File: config.mk
export PLATFORM = sky130hd
export DESIGN_NAME = ysyx_25040111_ifu
export DESIGN_NICKNAME = d
export VERILOG_FILES = /design/src/rtl/ysyx_25040111_ifu_pkg.sv /design/src/rtl/ysyx_25040111_ifu_fsm.sv /design/src/rtl/ysyx_25040111_ifu.sv
export SDC_FILE = /design/constraint.sdc
export NUM_CORES = 1
export LEC_CHECK = 0
export CAP_MARGIN = 10
export CORE_MARGIN = 2
export CORE_UTILIZATION = 41
export CTS_CLUSTER_DIAMETER = 80
export DETAILED_ROUTE_END_ITERATION = 12
export GPL_TIMING_DRIVEN = 1
export PLACE_DENSITY_LB_ADDON = 0.15
export SYNTH_ARGS = -nofsm -noshare
export SYNTH_HDL_FRONTEND = slang
export SYNTH_SLANG_ARGS = --single-unit
export TNS_END_PERCENT = 10
File: constraint.sdc
create_clock -name clock -period 1.5 [get_ports clock]
set_input_delay 0.15 -clock clock [delete_from_list [all_inputs] [get_ports clock]]
set_output_delay 0.15 -clock clock [all_outputs]
set_load 0.01 [all_outputs]
File: src/rtl/ysyx_25040111_ifu_pkg.sv
// ysyx_25040111_ifu_pkg: FSM state encodings and default reset/NOP constants shared by the IFU files
package ysyx_25040111_ifu_pkg;
    typedef enum logic [2:0] {
        S_BOOT = 3'd0,
        S_REQ  = 3'd1,
        S_WAIT = 3'd2,
        S_OUT  = 3'd3,
        S_NPC  = 3'd4
    } ifu_state_t;
    localparam logic [31:0] RESET_PC_DEF = 32'h8000_0000;
    localparam logic [31:0] NOP_INST_DEF = 32'h0000_0013;
endpackage

File: src/rtl/ysyx_25040111_ifu_fsm.sv
// ysyx_25040111_ifu_fsm: IFU sequencing FSM (BOOT->REQ->WAIT->OUT->NPC) emitting per-state enables
//   in : clock, reset, i_req_ready, i_rsp_valid, i_idu_ready, i_npc_valid, i_npc_mis
//   out: o_req (in REQ), o_out (in OUT), o_rsp_take (response latched), o_npc_take (next PC loaded)
module ysyx_25040111_ifu_fsm
    import ysyx_25040111_ifu_pkg::*;
(
    input  logic clock,
    input  logic reset,
    input  logic i_req_ready,
    input  logic i_rsp_valid,
    input  logic i_idu_ready,
    input  logic i_npc_valid,
    input  logic i_npc_mis,
    output logic o_req,
    output logic o_out,
    output logic o_rsp_take,
    output logic o_npc_take
);
    ifu_state_t r_state;
    ifu_state_t w_next;

    always_ff @(posedge clock) begin
        r_state <= reset ? S_BOOT : w_next;
    end

    // A misaligned next PC skips the bus and goes straight to presenting a fault.
    always_comb begin
        w_next = r_state;
        case (r_state)
            S_BOOT:  w_next = S_REQ;
            S_REQ:   w_next = i_req_ready ? S_WAIT : S_REQ;
            S_WAIT:  w_next = i_rsp_valid ? S_OUT : S_WAIT;
            S_OUT:   w_next = i_idu_ready ? S_NPC : S_OUT;
            S_NPC:   w_next = !i_npc_valid ? S_NPC : (i_npc_mis ? S_OUT : S_REQ);
            default: w_next = S_BOOT;
        endcase
    end

    assign o_req      = r_state == S_REQ;
    assign o_out      = r_state == S_OUT;
    assign o_rsp_take = (r_state == S_WAIT) && i_rsp_valid;
    assign o_npc_take = (r_state == S_NPC) && i_npc_valid;
endmodule

File: src/rtl/ysyx_25040111_ifu.sv
// ysyx_25040111_ifu: instruction fetch unit holding the PC, fetching one word per instruction and handing {pc, inst} to the IDU
//   clock/reset            : single clock, synchronous active-high reset
//   imem_req_*             : fetch request (valid/ready, addr)
//   imem_rsp_*             : fetch response (valid, data, err); always accepted while waiting
//   idu_*                  : registered {pc, inst, fault} with valid/ready handoff
//   npc_valid/npc          : next PC from the WBU
//   YSYX_25040111_IFU_MISALIGN_CHK_EN : when defined, a misaligned npc raises a fault without a bus request
module ysyx_25040111_ifu
    import ysyx_25040111_ifu_pkg::*;
#(
    parameter logic [31:0] RESET_PC = RESET_PC_DEF,
    parameter logic [31:0] NOP_INST = NOP_INST_DEF
)
(
    input  logic        clock,
    input  logic        reset,
    output logic        imem_req_valid,
    input  logic        imem_req_ready,
    output logic [31:0] imem_req_addr,
    input  logic        imem_rsp_valid,
    input  logic [31:0] imem_rsp_data,
    input  logic        imem_rsp_err,
    output logic        idu_valid,
    input  logic        idu_ready,
    output logic [31:0] idu_pc,
    output logic [31:0] idu_inst,
    output logic        idu_fault,
    input  logic        npc_valid,
    input  logic [31:0] npc
);
    logic [31:0] r_pc;
    logic [31:0] r_idu_pc;
    logic [31:0] r_idu_inst;
    logic        r_idu_fault;
    logic        w_req;
    logic        w_out;
    logic        w_rsp_take;
    logic        w_npc_take;
    logic        w_npc_mis;

`ifdef YSYX_25040111_IFU_MISALIGN_CHK_EN
    assign w_npc_mis = |npc[1:0];
`else
    assign w_npc_mis = 1'b0;
`endif

    ysyx_25040111_ifu_fsm u_fsm (
        .clock       (clock),
        .reset       (reset),
        .i_req_ready (imem_req_ready),
        .i_rsp_valid (imem_rsp_valid),
        .i_idu_ready (idu_ready),
        .i_npc_valid (npc_valid),
        .i_npc_mis   (w_npc_mis),
        .o_req       (w_req),
        .o_out       (w_out),
        .o_rsp_take  (w_rsp_take),
        .o_npc_take  (w_npc_take)
    );

    always_ff @(posedge clock) begin
        if (reset) begin
            r_pc        <= RESET_PC;
            r_idu_pc    <= RESET_PC;
            r_idu_inst  <= NOP_INST;
            r_idu_fault <= 1'b0;
        end else begin
            if (w_rsp_take) begin
                r_idu_pc    <= r_pc;
                r_idu_inst  <= imem_rsp_err ? NOP_INST : imem_rsp_data;
                r_idu_fault <= imem_rsp_err;
            end
            if (w_npc_take) begin
                r_pc <= npc;
                if (w_npc_mis) begin
                    r_idu_pc    <= npc;
                    r_idu_inst  <= NOP_INST;
                    r_idu_fault <= 1'b1;
                end
            end
        end
    end

    assign imem_req_valid = w_req;
    assign imem_req_addr  = r_pc;
    assign idu_valid      = w_out;
    assign idu_pc         = r_idu_pc;
    assign idu_inst       = r_idu_inst;
    assign idu_fault      = r_idu_fault;
endmodule

After elaboration in Yosys (flattened, before gate mapping)
Cells that the tools add are included.
- input bits: 71
- logic and storage cells: 18
- register bits: 100
- reduce and logical (&&, ||, !) cells: 3
- multiplexer cells: 6
- equality and inequality tests: 4
- operators with widths (cell ; number):
    two-way mux 32 bit ; 1
    one-hot mux 3 bit (5 select lines) ; 1
    == test 3 x 2 -> 1 bit (second input constant) ; 2
    two-way mux 3 bit ; 2
    == test 3 x 1 -> 1 bit (second input constant) ; 1
    == test 3 bit (second input constant) ; 1
    logical NOT 3 bit ; 1
    logical AND 1 bit ; 2
    two-way mux 2 bit ; 1
    two-way mux 1 bit ; 1

Longest topological paths before layout
- word-level depth: 2
- gate-level depth with buffers: 6
- mapped depth without buffers: 3

By module
A second synthesis with hierarchy kept.
- cells, all modules: 377
- area, all modules: 3854.9 um^2
- modules (own cells, without submodules) (module ; sequential area each (um^2) ; area each (um^2) ; times used ; cells an instance):
    ysyx_25040111_ifu ; 1941.9 ; 3641.0 ; 1 ; 354
    ysyx_25040111_ifu_fsm ; 60.1 ; 214.0 ; 1 ; 23

Least setup slack after synthesis
No wires, ideal clock.
- kind: register to register
- start point: reg u_fsm.r_state[0]
- end point: reg r_pc[0] (netlist: imem_req_addr[0])
- cell stages (with the launch flop): 7
- required time: 1430 ps
- buffers on the path: 3
- path slack: 260 ps
- data arrival time: 1169 ps
- library setup time: 70 ps
- path through: dfxtp_1 -> buf_2 -> nor4bb_1 -> buf_2 -> buf_2 -> nand2_1 -> a21oi_1
- cells in the longest elaborated chain, start to end: 2
- ends and longest elaborated chain (element ; RTL line ; RTL):
    start: declaration ; ysyx_25040111_ifu_fsm.sv:19 ; ifu_state_t r_state;
    start signal: assignment ; ysyx_25040111_ifu_fsm.sv:23 ; r_state <= reset ? S_BOOT : w_next;
    == test 3 bit ; ysyx_25040111_ifu_fsm.sv:42 ; assign o_npc_take = (r_state == S_NPC) && i_npc_valid;
    logical AND 1 bit ; ysyx_25040111_ifu_fsm.sv:42 ;
    end signal: assignment ; ysyx_25040111_ifu.sv:74 ; r_pc <= npc;
    end: declaration ; ysyx_25040111_ifu.sv:31 ; logic [31:0] r_pc;
Every way passes these cells.
A chain may end at the register's enable or synchronous reset.

Worst setup path in the final report
- start point: reg r_pc[16] (netlist: imem_req_addr[16])
- end point: out imem_req_addr[16]
- RTL lines (element ; RTL line ; RTL):
    end: declaration ; ysyx_25040111_ifu.sv:19 ; output logic [31:0] imem_req_addr,
No word-level cell between the ends.

==> summary.md <==
| Metric | Value |
|---|---|
| Post-synthesis sequential area ratio | 0.5446 |
| Worst-skew pair later-pin latency | 0.36 ns |
| Rows | 34 |
| Port Buffer Count | 169 |
| Max Slew Vio Count | 0 |
| Cell-internal power | 0.003813 W |
| Worst-path cell chain | clkdlybuf4s50_1 |
| Setup clock skew after layout | 0.01751 ns |
| Fillers | 736 |
| Peak supply drop | 445.7 uV |
| HPWL Detailed | 7082 um |
| 1st-iter DRT viols | 100 |
| Lkg Pwr | 1.945 nW |
| Critical path's top delay family | buffers and inverters |
| Psw | 0.001158 W |
| YS warnings | 0 |
| Number of synthesized register bits | 100 |
| Post-CTS setup buffer count | 0 |
| Total Power | 0.004971 W |
| Clk root buf | clkbuf_8 |
| Area delta synth->final | 56.06% |
| Synth area leaders | dfxtp_1, nand2_1, a21oi_1, nand3b_1, clkbuf_1 |
| PwrDens | 866.5 nW/um2 |
| Crit path capture type | primary output |
| Largest net degree at the start of global routing | 61 |
| Initial antenna violation count | 0 |
| Fmax | 697.2 MHz |
| DIE HEIGHT | 98.69 um |
| Seq pwr share | 0.546 |
| Commonest cells after routing, fill and taps aside | clkdlybuf4s50_1, nand2_1, dfxtp_1, a21oi_1, nand3b_1 |
| Diodes inserted | 0 |
| Tot GR Track Use | 0.2037 |
| Hold bufs inserted after CTS | 0 |
| Mapped Nets | 520 |
| Share of layout cells above drive strength 1 | 0.06362 |
| Yosys top cell by area | dfxtp_1 |
| GR Overflow Total | 0 |
| Netlist cell types | 22 |
| Sw frac | 0.2330 |
| Cell area after synthesis | 3676 um2 |
| Flip-flop and latch area | 2006 um2 |
| CTS Buffer Depth | 2 |
| Rel. slew slack | 0.7931 |
| Via density per instance | 4.963 |
| Total Wirelength | 10,130 um |
| CTS tree | yes |
| Vias in the first global route | 3,327 |
| Drt drc | 0 |
| Full die area | 9740 um2 |
| Starting Density | 0.4215 |
| Total iterations of the first detailed-routing run | 7 |
| Clock-pin transition on the worst setup and hold timing paths | 0.10 ns |
| Clock network power share | 0.351 |
| Top Ports | 170 |
| Critical Path End | imem_req_addr[16] |
| Clock H-tree levels | 3 |
| Crit path kind | reg2out |
| Dpl cell area | 5525 um2 |
| CP bufs+invs | 1 |
| Reg-to-reg endpoint | imem_req_addr[19] |
| Final GP Congestion | 0.7987 |
| Status | finished clean |
| Final net count | 679 |
| Cell area after layout | 5737 um2 |
| Post-synth top area share | 0.5446 |
| Vias | 3,578 |
| RSZ-0062 raised after global routing | yes |
| Comb pwr share | 0.104 |
| Mean cell area of the mapped netlist | 8.187 um2 |
| Crit path from | imem_req_addr[16] |
| Worst-Margin Slew | 0.3098 ns |
| Slowest-stage cell, CP | clkdlybuf4s50_1 |
| Final Util | 0.6578 |
| Core ar. | 8721 um2 |
| Worst-path fanout max | 3 |
| Tmin final | 1.434 ns |
| Sink Count | 100 |
| TritonCTS Buffers | 9 |
| Area of the multi-input gates | 1511 um2 |
| Critical R2R Launch | u_fsm.r_state[1] |
| Final setup viols | 0 |
| CP max stage delay | 0.56 ns |
| Tightest Hold Check Type | in2reg |
| Max Cap Violations | 0 |
| Final ANT Viol Nets | 0 |
| Critical path depth in cells | 1 |
| Global-route wire length before repair | 16,340 um |
| Critical Path AT | 1.28 ns |
| Crit start category | flop |
| Worst path required time | 1.35 ns |
| Cells after Synth | 449 |
| WL/cell | 14.05 um |
| R2R depth | 5 |
| Die Span X | 98.69 um |
| Final Cycle Share | 0.9563 |
| Fin. Hold Viols | 0 |
| Flop-to-flop setup slack | 0.10 ns |
| Setup TNS | 0 ns |
| Most common cell after layout, fill and taps aside | clkdlybuf4s50_1 |
[worst reg2reg max path: stages (launching register included)]
cell      delay [ns]
dfxtp_2         0.37
buf_4           0.17
nor4bb_4        0.35
buf_6           0.22
nand2_1         0.08
a21oi_1         0.13
[sequential cells by signal (all words and copies together), names as in the netlist]
signal / cells
idu_inst: 32
u_fsm.r_state: 3
idu_pc: 32
imem_req_addr: 32
idu_fault: 1
[per-stage QoR]
step	hold WS [ns]	worst slack, ns	cells
after detailed placement	0.4432	-0.08366	705
after CTS	0.1114	0.03853	721
final	0.1204	0.06559	721
after global placement	0.4375	-0.008535	705
after floorplan	0.2742	0.2602	449
after global routing	0.1182	-0.002470	721
[area by class of cell]
type / count / share of cell area
clock inverter: 5 / 0.01069
tap: 108 / 0.02356
timing repair buffer: 186 / 0.3280
clock buffer: 11 / 0.02465
multi-input combinational: 311 / 0.2635
sequential: 100 / 0.3496
[worst min path at each step]
stage | from | endpoint | slack (ns) | cells past startpoint
floorplan | npc[31] | imem_req_addr[31] | 0.27 | 2
global placement | idu_inst[21] | idu_inst[21] | 0.44 | 2
detailed placement | idu_inst[2] | idu_inst[2] | 0.44 | 2
CTS | reset | imem_req_addr[30] | 0.11 | 2
global route | reset | idu_pc[20] | 0.12 | 2
finish | reset | imem_req_addr[30] | 0.12 | 2
[Yosys cell counts]
cell       count
nand2_1      161
dfxtp_1      100
a21oi_1       93
nand3b_1      31
clkbuf_1      19
buf_2         11
buf_4          6
nor2_1         6
nor3_1         4
o21bai_1       3
and3b_1        2
buf_6          2
nand4bb_1      2
a21o_1         1
a22oi_1        1
and4bb_1       1
nand2b_1       1
nor2b_1        1
nor3b_1        1
nor4_1         1
nor4bb_1       1
o221ai_1       1
[per-layer routing]
layer  GRT usage  wire, um
met3     0.04965       658
met2      0.3433      4902
met4     0.05901       121
met5           0         0
met1      0.2609      4448
[logic make-up after synthesis]
family,share of synthesized area
and+or+nand+nor,0.2634
DFF,0.5446
AOI/OAI and AO/OA,0.1392
buffers and inverters,0.05276
[power by group through the flow]
stage	Combinational (W)	Sequential, W	Clock (W)
3_3_place_gp	0.000516	0.00277	0
3_5_place_dp	0.000521	0.00277	0
2_1_floorplan	0.000196	0.00277	0
4_1_cts	0.000518	0.00271	0.00178
6_report	0.000515	0.00271	0.00174
5_1_grt	0.000553	0.00272	0.00187
[timing repair]
item,4_1_cts,5_1_grt
resized for setup,5,3
cloned,0,0
endpoints found under the setup margin,3,6
No activity file was read; power rests on OpenSTA's default activity.
